==> config.mk <==
export PLATFORM = sky130hd
export DESIGN_NAME = cheshire_fpga_rst_seq
export DESIGN_NICKNAME = d
export VERILOG_FILES = /design/src/rtl/cheshire_fpga_rst_pkg.sv /design/src/rtl/rst_seq_boot_latch.sv /design/src/rtl/cheshire_fpga_rst_seq.sv
export SDC_FILE = /design/constraint.sdc
export NUM_CORES = 1
export LEC_CHECK = 0
export CAP_MARGIN = 20
export CORE_UTILIZATION = 45
export DETAILED_ROUTE_END_ITERATION = 7
export PLACE_DENSITY = 0.7
export SLEW_MARGIN = 20
export SYNTH_ARGS = -nofsm -noshare
export SYNTH_HDL_FRONTEND = slang
export SYNTH_HIERARCHICAL = 1
export SYNTH_SLANG_ARGS = --single-unit
==> constraint.sdc <==
create_clock -name soc_clk -period 1.9 [get_ports soc_clk]
set_input_delay 0.38 -clock soc_clk [delete_from_list [all_inputs] [get_ports soc_clk]]
set_output_delay 0.38 -clock soc_clk [all_outputs]
set_load 0.1 [all_outputs]
==> src/rtl/cheshire_fpga_rst_pkg.sv <==
// Shared types and sizing helpers for the Cheshire FPGA power-up / reset sequencer.
package cheshire_fpga_rst_pkg;

   // Sequencer states; the encoding is visible on state_o for ILA/VIO debug.
   typedef enum logic [2:0] {
      WAIT_LOCK  = 3'd0,
      WAIT_CALIB = 3'd1,
      HOLD       = 3'd2,
      RUN        = 3'd3,
      SOFT_RST   = 3'd4,
      ERROR      = 3'd5
   } rst_seq_state_e;

   // Width of the shared cycle counter: enough bits for the largest
   // cycle count plus one spare bit, so saturation never aliases a target.
   function automatic int unsigned cnt_width(input int unsigned a,
                                             input int unsigned b,
                                             input int unsigned c,
                                             input int unsigned d);
      int unsigned m;
      m = a;
      if (b > m) m = b;
      if (c > m) m = c;
      if (d > m) m = d;
      return $clog2(m) + 1;
   endfunction

endpackage

==> src/rtl/rst_seq_boot_latch.sv <==
// Boot-mode capture register: selects switch or VIO boot mode and holds it
// so the SoC sees a stable value across reset release.
module rst_seq_boot_latch
   import cheshire_fpga_rst_pkg::*;
(
   input  logic       soc_clk,
   input  logic       rst_n,
   input  logic       en,
   input  logic       sel,
   input  logic [1:0] sw_mode,
   input  logic [1:0] vio_mode,
   output logic [1:0] mode
);

   logic [1:0] mode_mux;

   assign mode_mux = sel ? vio_mode : sw_mode;

   // Capture the selected boot mode only when the sequencer asks for it.
   always_ff @(posedge soc_clk or negedge rst_n) begin
      if (!rst_n) begin
         mode <= 2'b00;
      end else if (en) begin
         mode <= mode_mux;
      end
   end

endmodule

==> src/rtl/cheshire_fpga_rst_seq.sv <==
// Power-up and reset sequencer for the Cheshire FPGA top level.
// Releases SoC/USB resets once the clock wizard is stably locked, DRAM
// calibration is done (when enabled) and a minimum hold time has elapsed.
// Optional feature macro: RST_SEQ_DDR_CALIB_EN enables the WAIT_CALIB state
// and its timeout; without it WAIT_LOCK proceeds straight to HOLD.
module cheshire_fpga_rst_seq
   import cheshire_fpga_rst_pkg::*;
#(
   parameter int unsigned LockStableCycles   = 256,
   parameter int unsigned CalibTimeoutCycles = 2000000,
   parameter int unsigned HoldCycles         = 64,
   parameter int unsigned SoftRstCycles      = 32
) (
   input  logic       soc_clk,
   input  logic       rst_n,
   input  logic       clk_locked_i,
   input  logic       ddr_calib_done_i,
   input  logic [1:0] boot_mode_i,
   input  logic [1:0] vio_boot_mode_i,
   input  logic       vio_boot_mode_sel_i,
   input  logic       soft_rst_req_i,
   output logic       soc_rst_no,
   output logic       usb_rst_no,
   output logic [1:0] boot_mode_o,
   output logic       ready_o,
   output logic       err_timeout_o,
   output logic [2:0] state_o
);

`ifdef RST_SEQ_DDR_CALIB_EN
   localparam int unsigned CntW = cnt_width(LockStableCycles, CalibTimeoutCycles,
                                            HoldCycles, SoftRstCycles);
`else
   localparam int unsigned CntW = cnt_width(LockStableCycles, 1,
                                            HoldCycles, SoftRstCycles);
`endif

   localparam logic [CntW-1:0] CntMax   = '1;
   localparam logic [CntW-1:0] LockLast = CntW'(LockStableCycles - 1);
   localparam logic [CntW-1:0] HoldLast = CntW'(HoldCycles - 1);
   localparam logic [CntW-1:0] SoftLast = CntW'(SoftRstCycles - 1);
`ifdef RST_SEQ_DDR_CALIB_EN
   localparam logic [CntW-1:0] CalibLast = CntW'(CalibTimeoutCycles - 1);
`endif

   rst_seq_state_e  state;
   rst_seq_state_e  state_next;
   logic [CntW-1:0] cnt;
   logic            latch_en;

`ifndef RST_SEQ_DDR_CALIB_EN
   logic unused_calib;
   assign unused_calib = ddr_calib_done_i ^ (CalibTimeoutCycles == 32'd0);
`endif

   // Next-state selection; losing lock overrides every other event except in ERROR.
   always_comb begin
      state_next = state;
      case (state)
         WAIT_LOCK: begin
            if (clk_locked_i && (cnt == LockLast)) begin
`ifdef RST_SEQ_DDR_CALIB_EN
               state_next = WAIT_CALIB;
`else
               state_next = HOLD;
`endif
            end
         end
`ifdef RST_SEQ_DDR_CALIB_EN
         WAIT_CALIB: begin
            if (!clk_locked_i)          state_next = WAIT_LOCK;
            else if (ddr_calib_done_i)  state_next = HOLD;
            else if (cnt == CalibLast)  state_next = ERROR;
         end
         ERROR: begin
            state_next = ERROR;
         end
`endif
         HOLD: begin
            if (!clk_locked_i)         state_next = WAIT_LOCK;
            else if (cnt == HoldLast)  state_next = RUN;
         end
         RUN: begin
            if (!clk_locked_i)         state_next = WAIT_LOCK;
            else if (soft_rst_req_i)   state_next = SOFT_RST;
         end
         SOFT_RST: begin
            if (!clk_locked_i)         state_next = WAIT_LOCK;
            else if (cnt == SoftLast)  state_next = HOLD;
         end
         default: begin
            state_next = WAIT_LOCK;
         end
      endcase
   end

   // State register.
   always_ff @(posedge soc_clk or negedge rst_n) begin
      if (!rst_n) begin
         state <= WAIT_LOCK;
      end else begin
         state <= state_next;
      end
   end

   // Shared cycle counter: restarts on every state change, and in WAIT_LOCK
   // also whenever lock drops so only consecutive locked cycles count.
   always_ff @(posedge soc_clk or negedge rst_n) begin
      if (!rst_n) begin
         cnt <= '0;
      end else if (state_next != state) begin
         cnt <= '0;
      end else if ((state == WAIT_LOCK) && !clk_locked_i) begin
         cnt <= '0;
      end else if (cnt != CntMax) begin
         cnt <= cnt + 1'b1;
      end
   end

   // Registered reset outputs: released only while the sequencer sits in RUN.
   always_ff @(posedge soc_clk or negedge rst_n) begin
      if (!rst_n) begin
         soc_rst_no <= 1'b0;
         usb_rst_no <= 1'b0;
      end else begin
         soc_rst_no <= (state == RUN);
         usb_rst_no <= (state == RUN);
      end
   end

`ifdef RST_SEQ_DDR_CALIB_EN
   // Sticky timeout flag, raised together with the entry into ERROR.
   always_ff @(posedge soc_clk or negedge rst_n) begin
      if (!rst_n) begin
         err_timeout_o <= 1'b0;
      end else if (state_next == ERROR) begin
         err_timeout_o <= 1'b1;
      end
   end
`else
   assign err_timeout_o = 1'b0;
`endif

   // The first HOLD cycle is the only moment the boot mode is captured.
   assign latch_en = (state == HOLD) && (cnt == '0);

   rst_seq_boot_latch u_boot_latch (
      .soc_clk  (soc_clk),
      .rst_n    (rst_n),
      .en       (latch_en),
      .sel      (vio_boot_mode_sel_i),
      .sw_mode  (boot_mode_i),
      .vio_mode (vio_boot_mode_i),
      .mode     (boot_mode_o)
   );

   assign ready_o = (state == RUN);
   assign state_o = state;

endmodule

==> results.md, run 1 <==
* Status: finished with violations
* Failing checks: setup timing
* Inserted Diodes at 0
* Final Util at 69.32%
* Die Ht at 48.03 um
* Post-synthesis xor/xnor area fraction at 6.430%
* Detailed Place HPWL at 1587 um
* Critical path endpoint category: flop
* Vias post-DR at 796
* Root Driver: clkbuf_4
* Final Hold Viols at 0
* Vias per inst at 5.307
* Min setup slack post-route at -0.02262 ns
* Largest net degree at the start of global routing at 16
* Distinct cell type count after synthesis at 38
* Initial Utilization at 48.11%
* Tcrit/Tclk final at 101.2%
* #FFs+latches synth at 15
* Routed Antenna Nets at 0
* Number of global-route vias before repair at 661
* Final max-slew violation count at 0
* # IOs at 19
* Synth Area per Inst at 10.48 sq um
* Ys flop type: dfrtp_1
* DP Area at 0.001289 sq mm
* Metal1 wirelength at 853 um
* Post-synth EDFFs at 0
* Post-layout min period at 1.923 ns
* DRT iter0 DRCs at 24
* Clock buffer count from CTS at 3
* Mapped Cells at 91
* Max Cap Viol at 0
* Initial antenna violation count at 0
* Main combinational cell family by area after synthesis: simple AND/OR/NAND/NOR gates
* Layout net count at 138
* PortBufs at 16
* CP arrival at 2.09 ns
* Global-route wire length before repair at 2863 um
* Met2 wire length at 1059 um
* TritonCTS clock tree: built
* CP Data Required Time at 2.07 ns
* Routed wire per std cell at 13.93 um
* Post-synthesis compound-gate area fraction at 14.70%
* DR DRC count at 0
* Synth warn at 6
* Startpoint Class: flop
* Area Overhead vs Synth at 44.09%
* Crit path kind: flop to flop
* RSZ-0062 raised after global routing: yes
* RD Place Congestion at 0.8673
* Max Used Layer: met4
* Final setup viols at 4
* Row Count at 16
* Synth Area in Adders at 5.249%
* Synthesized net count at 105
* Synthesized area at 953.4 sq um
* Post-Route WL at 2089 um
* CP max FO at 4
* Clock skew at 0.004630 ns
* Die span in x at 48.03 um
* Reg clk slew, reported paths at 0.10 ns
* Max frequency at 0.5201 GHz
* Post-route setup TNS at -0.05723 ns
* P per Cell Area at 536.2 mW/mm^2
* Total GRT Usage at 19.24%
* DIE AREA at 0.002307 sq mm
* Post-route cell area at 0.001374 sq mm
* Cell leakage power at 0.5856 nW
* Pre-CTS WS at -0.1094 ns
* Hold buffers post-CTS at 0
* Max IR drop VDD at 0.4370 mV
* Met3 wire len at 139 um
* Async set-reset flop share out of synthesis at 100.0%
* Hold crit path type: input port to async pin
* Mux contribution to synthesized area at 3.150%
* Tot Pwr at 0.0007366 W
* CTS sink cnt at 15
* Clk_lat worst skew at 0.29 ns
* Sequential share of the synthesized area at 39.37%
* Share of post-route cells with drive strength above 1 at 42.28%
* CTS max path bufs at 2
* Simple-Gate Fraction of Synth Area at 26.25%
* DR pass1 iterations at 4
* R2R setup slack at -0.02 ns
* Gr ovfl total at 0
* H-tree Lvls at 1
* Core ar. at 0.001982 sq mm
where the power goes:
group	total (W)	internal (W)	leakage, nW	switching, W
registers	0.000344	0.000335	0.195	0.00000832
logic	0.000202	0.0000681	0.373	0.000134
clock network	0.000191	0.0000784	0.0177	0.000112
total	0.000737	0.000482	0.586	0.000255
cell usage after synthesis, drive strengths merged, types with 2 or more instances:
cell,count,share of area (%)
dfrtp,15,39
nor3,9,5.2
nor2,7,2.8
inv,6,2.4
nand2,5,2.2
a21oi,4,2.5
ha,4,5.2
xor2,4,3.7
and4,3,3.0
buf,3,2.1
mux2i,3,3.1
nor2b,3,2.0
nor4,3,4.2
xnor2,3,2.8
a2bb2oi,2,1.8
and2,2,1.3
and3,2,1.8
o22ai,2,2.8
cell usage in the layout (no fill, tap or decap), drive strengths merged, types with 2 or more instances in the layout:
cell type / instances
buf: 22
dfrtp: 15
nor3: 9
clkdlybuf4s50: 8
nor2: 7
inv: 6
nand2: 5
xor2: 4
a21oi: 4
clkbuf: 4
ha: 4
xnor2: 3
mux2i: 3
and4: 3
nor4: 3
nor2b: 3
a2bb2oi: 2
and2: 2
and3: 2
o22ai: 2
metrics by stage:
step	cells	hold WS [ns]
final	150	0.3848
after global routing	150	0.4351
after CTS	149	0.3922
after detailed placement	145	0.5265
after global placement	145	0.5074
after floorplan	91	0.08441
kinds of logic (layout without fill, tap and decap cells):
logic type               after synthesis  in the layout
AND/OR/NAND/NOR                       39             39
XOR/XNOR                               7              7
adder cells (fa/ha/maj)                4              4
buffers and inverters                  9             41
flip-flops                            15             15
other                                  1              1
AO/OA/AOI/OAI                         13             13
multiplexers                           3              3
layer usage:
metal  GRT usage, %  vias to the layer above
met5              0                        -
met4          11.67                        0
met3          2.264                        5
met2          31.08                       31
met1          24.42                      372
li1               -                      388
final timing paths:
kind | start | endpoint | cells past startpoint
min in group soc_clk | u_boot_latch/mode[1]$_DFFE_PN0P_ | u_boot_latch/mode[1]$_DFFE_PN0P_ | 2
setup / recovery | cnt[1]$_DFFE_PN0P_ | cnt[2]$_DFFE_PN0P_ | 9
hold / removal | rst_n | state_o[2]$_DFF_PN0_ | 2
max in group asynchronous | rst_n | state_o[0]$_DFF_PN0_ | 2
setup reg to reg | cnt[1]$_DFFE_PN0P_ | cnt[2]$_DFFE_PN0P_ | 9
hold reg to reg | u_boot_latch/mode[1]$_DFFE_PN0P_ | u_boot_latch/mode[1]$_DFFE_PN0P_ | 2
worst max-delay path, stage by stage (launching register included):
cell and delay (ns):
dfrtp_1 0.36, ha_2 0.18, and4_4 0.21, and4_4 0.23
ha_4 0.13, nor2b_4 0.13, o21ai_2 0.07, a22oi_4 0.24
clkbuf_16 0.20, nor3_1 0.05
layout make-up:
| type | instances | area, sq um |
|---|---|---|
| fill | 144 | 608.1 |
| multi-input combinational | 67 | 578.1 |
| sequential | 15 | 379.1 |
| timing repair buffer | 31 | 332.8 |
| tap | 27 | 33.78 |
| clock buffer | 3 | 22.52 |
| inverter | 6 | 22.52 |
| clock inverter | 1 | 5.005 |
state kept, by name, summed over array words and instances, names as in the netlist:
name,count
cnt,9
state_o,3
u_boot_latch/mode,2
usb_rst_no,1
timing repair:
| action | in CTS | in global routing |
|---|---|---|
| pin swaps | 1 | 2 |
| endpoints found under the setup margin | 9 | 10 |
| setup buffers | 0 | 0 |
| gates cloned | 0 | 1 |
| resized for setup | 2 | 6 |
Power figures use the tool's default switching activity.
==> run 2: changes to the inputs <==
Settings changed: SLEW_MARGIN 20 to 30.
==> results of run 2 <==
No change in the layout: final DEF, timing and power equal those of run 1.
==> run 3: changes to the inputs <==
Settings changed: GPL_TIMING_DRIVEN from default to 0.
==> results.md, run 3 (synthesized netlist as in run 1, its figures left out) <==
* Status: finished with violations (unchanged)
* Failing checks: setup timing (unchanged)
* Final setup viols at 7 (was 4)
* Final max-slew violation count at 0 (unchanged)
* Logic pwr share at 25.4% (was 27.5%)
* Max frequency at 0.5197 GHz (was 0.5201 GHz)
* Final Hold Viols at 0 (unchanged)
* DP Area at 0.001161 sq mm (was 0.001289 sq mm)
* Cell leakage power at 0.5418 nW (was 0.5856 nW)
* Switch Pwr at 0.0002542 W (was 0.0002548 W)
* DR pass1 iterations at 4 (unchanged)
* Vias post-DR at 789 (was 796)
* H-tree Lvls at 1 (unchanged)
* Initial Utilization at 48.11% (unchanged)
* CP max FO at 5 (was 4)
* Share of post-route cells with drive strength above 1 at 39.17% (was 42.28%)
* Most frequent cells in the layout: 12 x dfrtp_1, 10 x buf_4, 8 x clkdlybuf4s50_1, 7 x nor2_1, 7 x nor3_1 (was 17 x buf_4, 12 x dfrtp_1, 8 x clkdlybuf4s50_1, 7 x nor2_1, 7 x nor3_1)
* CP Data Required Time at 2.06 ns (was 2.07 ns)
* Layout net count at 135 (was 138)
* Reg clk slew, reported paths at 0.11 ns (was 0.10 ns)
* Core ar. at 0.001982 sq mm (unchanged)
* Number of global-route vias before repair at 743 (was 661)
* Max-slew headroom at 37.12%
* Total GRT Usage at 21.53% (was 19.24%)
* Crit path kind: flop to flop (unchanged)
* Post-Route WL at 2106 um (was 2089 um)
* WHS at 0.5019 ns (was 0.3848 ns)
* Initial antenna violation count at 0 (unchanged)
* Worst slew pin tran at 0.9470 ns
* Post-layout min period at 1.924 ns (was 1.923 ns)
* Routed Antenna Nets at 0 (unchanged)
* Post-route setup TNS at -0.08442 ns (was -0.05723 ns)
* Critical path endpoint category: flop (unchanged)
* Post-route cell area at 0.001297 sq mm (was 0.001374 sq mm)
* TritonCTS clock tree: built (unchanged)
* Detailed Place HPWL at 1320 um (was 1587 um)
* Gr ovfl total at 0 (unchanged)
* Internal Power at 0.0004658 W (was 0.0004818 W)
* Max FFs per register at 9 (unchanged)
* Die span in x at 48.03 um (unchanged)
* Row Count at 16 (unchanged)
* RD Place Congestion at 0.7557 (was 0.8673)
* Clock share of power at 26.7% (was 25.9%)
* Tot Pwr at 0.0007200 W (was 0.0007366 W)
* DR DRC count at 0 (unchanged)
* Tcrit/Tclk final at 101.3% (was 101.2%)
* Area Overhead vs Synth at 36.09% (was 44.09%)
* CP cell instances: ha_2 > and4_4 > and4_4 > ha_4 > nor2b_4 > o21ai_2 > buf_4 > a22oi_4 > nor3_1 (was ha_2 > and4_4 > and4_4 > ha_4 > nor2b_4 > o21ai_2 > a22oi_4 > clkbuf_16 > nor3_1)
* Most common cell after layout, fill and taps aside: dfrtp_1 (was buf_4)
* CP arrival at 2.08 ns (was 2.09 ns)
* PortBufs at 16 (unchanged)
* Clock buffer count from CTS at 3 (unchanged)
* Max IR drop VDD at 0.4504 mV (was 0.4370 mV)
* Root Driver: clkbuf_4 (unchanged)
* Inserted Diodes at 0 (unchanged)
* CTS max path bufs at 2 (unchanged)
* DIE AREA at 0.002307 sq mm (unchanged)
* Largest reg by FF count: cnt (unchanged)
* Crit-path slowest cell: dfrtp_1 (unchanged)
* # IOs at 19 (unchanged)
* Clock skew at 0.01365 ns (was 0.004630 ns)
* Final Util at 65.47% (was 69.32%)
* Clk_lat worst skew at 0.29 ns (about the same)
* Largest net degree at the start of global routing at 16 (unchanged)
* Global-route wire length before repair at 3360 um (was 2863 um)
* RSZ-0062 raised after global routing: yes (unchanged)
* Vias per inst at 5.367 (was 5.307)
* DRT iter0 DRCs at 14 (was 24)
* Max Cap Viol at 0 (unchanged)
* CP max stage delay at 0.36 ns (about the same)
* Cell mode on critical path: and4_4 (unchanged)
* Startpoint Class: flop (unchanged)
* P per Cell Area at 554.9 mW/mm^2 (was 536.2 mW/mm^2)
* Fillers at 152 (was 144)
* CTS sink cnt at 15 (unchanged)
* Min setup slack post-route at -0.02418 ns (was -0.02262 ns)
* Die Ht at 48.03 um (unchanged)
* Reg power frac at 47.9% (was 46.6%)
* Routed wire per std cell at 14.33 um (was 13.93 um)
* Net Sw Frac at 35.31% (was 34.59%)
* Hold crit path type: input port to async pin (unchanged)
## run 3: cell types whose count changed in the layout (fill, tap and decap cells not counted), moves of 2 or more
cell | before | now
clkbuf_2 | 0 | 2
buf_4 | 17 | 10
clkdlybuf4s15_2 | 0 | 4
buf_12 | 5 | 0
## run 3: what timing repair did
item / in CTS / in global routing
hold buffers: 0 / 0
setup endpoints to repair: 17 / 13
pin swaps: 6 / 1
setup buffers: 7 / 1
gates cloned: 1 / 0
hold endpoints to repair: 0 / 0
resized for setup: 28 / 7
## run 3: per-layer routing
layer  vias up  GRT usage (%)  wire length, um  part of all wire (%)
li1        384              -                -                     -
met1       379          26.38              966                    46
met2        20          37.57             1044                    50
met3         6          2.264               65                   3.1
met4         0          10.00               29                   1.4
met5         -              0                0                     0
## run 3: power groups by stage
stage | Clock [W] | Sequential [W] | Combinational [W]
3_3_place_gp | 0 | 0.000353 | 0.000176
5_1_grt | 0.000215 | 0.000347 | 0.000194
6_report | 0.000192 | 0.000345 | 0.000183
3_5_place_dp | 0 | 0.000354 | 0.000178
2_1_floorplan | 0 | 0.000432 | 0.0000456
4_1_cts | 0.000191 | 0.000345 | 0.000183
## run 3: cell type report
cell class	count	area [sq um]	area share [%]
multi-input combinational	68	598.1	46.09
sequential	15	379.1	29.22
timing repair buffer	24	216.5	16.68
tap	27	33.78	2.604
clock buffer	3	22.52	1.736
inverter	6	22.52	1.736
buffer	3	20.02	1.543
clock inverter	1	5.005	0.3857
## run 3: path summary, 6_finish.rpt
path / start / endpoint / slack [ns] / depth (start not counted)
max in group asynchronous: rst_n / state_o[0]$_DFF_PN0_ / 0.89 / 1
hold / removal: rst_n / cnt[8]$_DFFE_PN0P_ / 0.50 / 1
setup reg to reg: cnt[1]$_DFFE_PN0P_ / cnt[0]$_DFFE_PN0P_ / -0.02 / 9
setup / recovery: cnt[1]$_DFFE_PN0P_ / cnt[0]$_DFFE_PN0P_ / -0.02 / 9
min in group soc_clk: u_boot_latch/mode[1]$_DFFE_PN0P_ / u_boot_latch/mode[1]$_DFFE_PN0P_ / 0.53 / 2
hold reg to reg: u_boot_latch/mode[1]$_DFFE_PN0P_ / u_boot_latch/mode[1]$_DFFE_PN0P_ / 0.53 / 2
## run 3: through the flow
| step | setup WS [ns] | cells |
|---|---|---|
| 2_1_floorplan | 0.02392 | 91 |
| 3_3_place_gp | -0.5079 | 134 |
| 3_5_place_dp | -0.5215 | 134 |
| 4_1_cts | -0.02773 | 146 |
| 5_1_grt | -0.1290 | 147 |
| 6_report | -0.02418 | 147 |
## run 3: worst max-delay path: cells and delay by family (launching register included)
kind / cells / cell delay, ns
compound gates: 2 / 0.27
fa+ha+maj: 2 / 0.31
simple gates: 4 / 0.70
flops: 1 / 0.36
buf+inv: 1 / 0.15
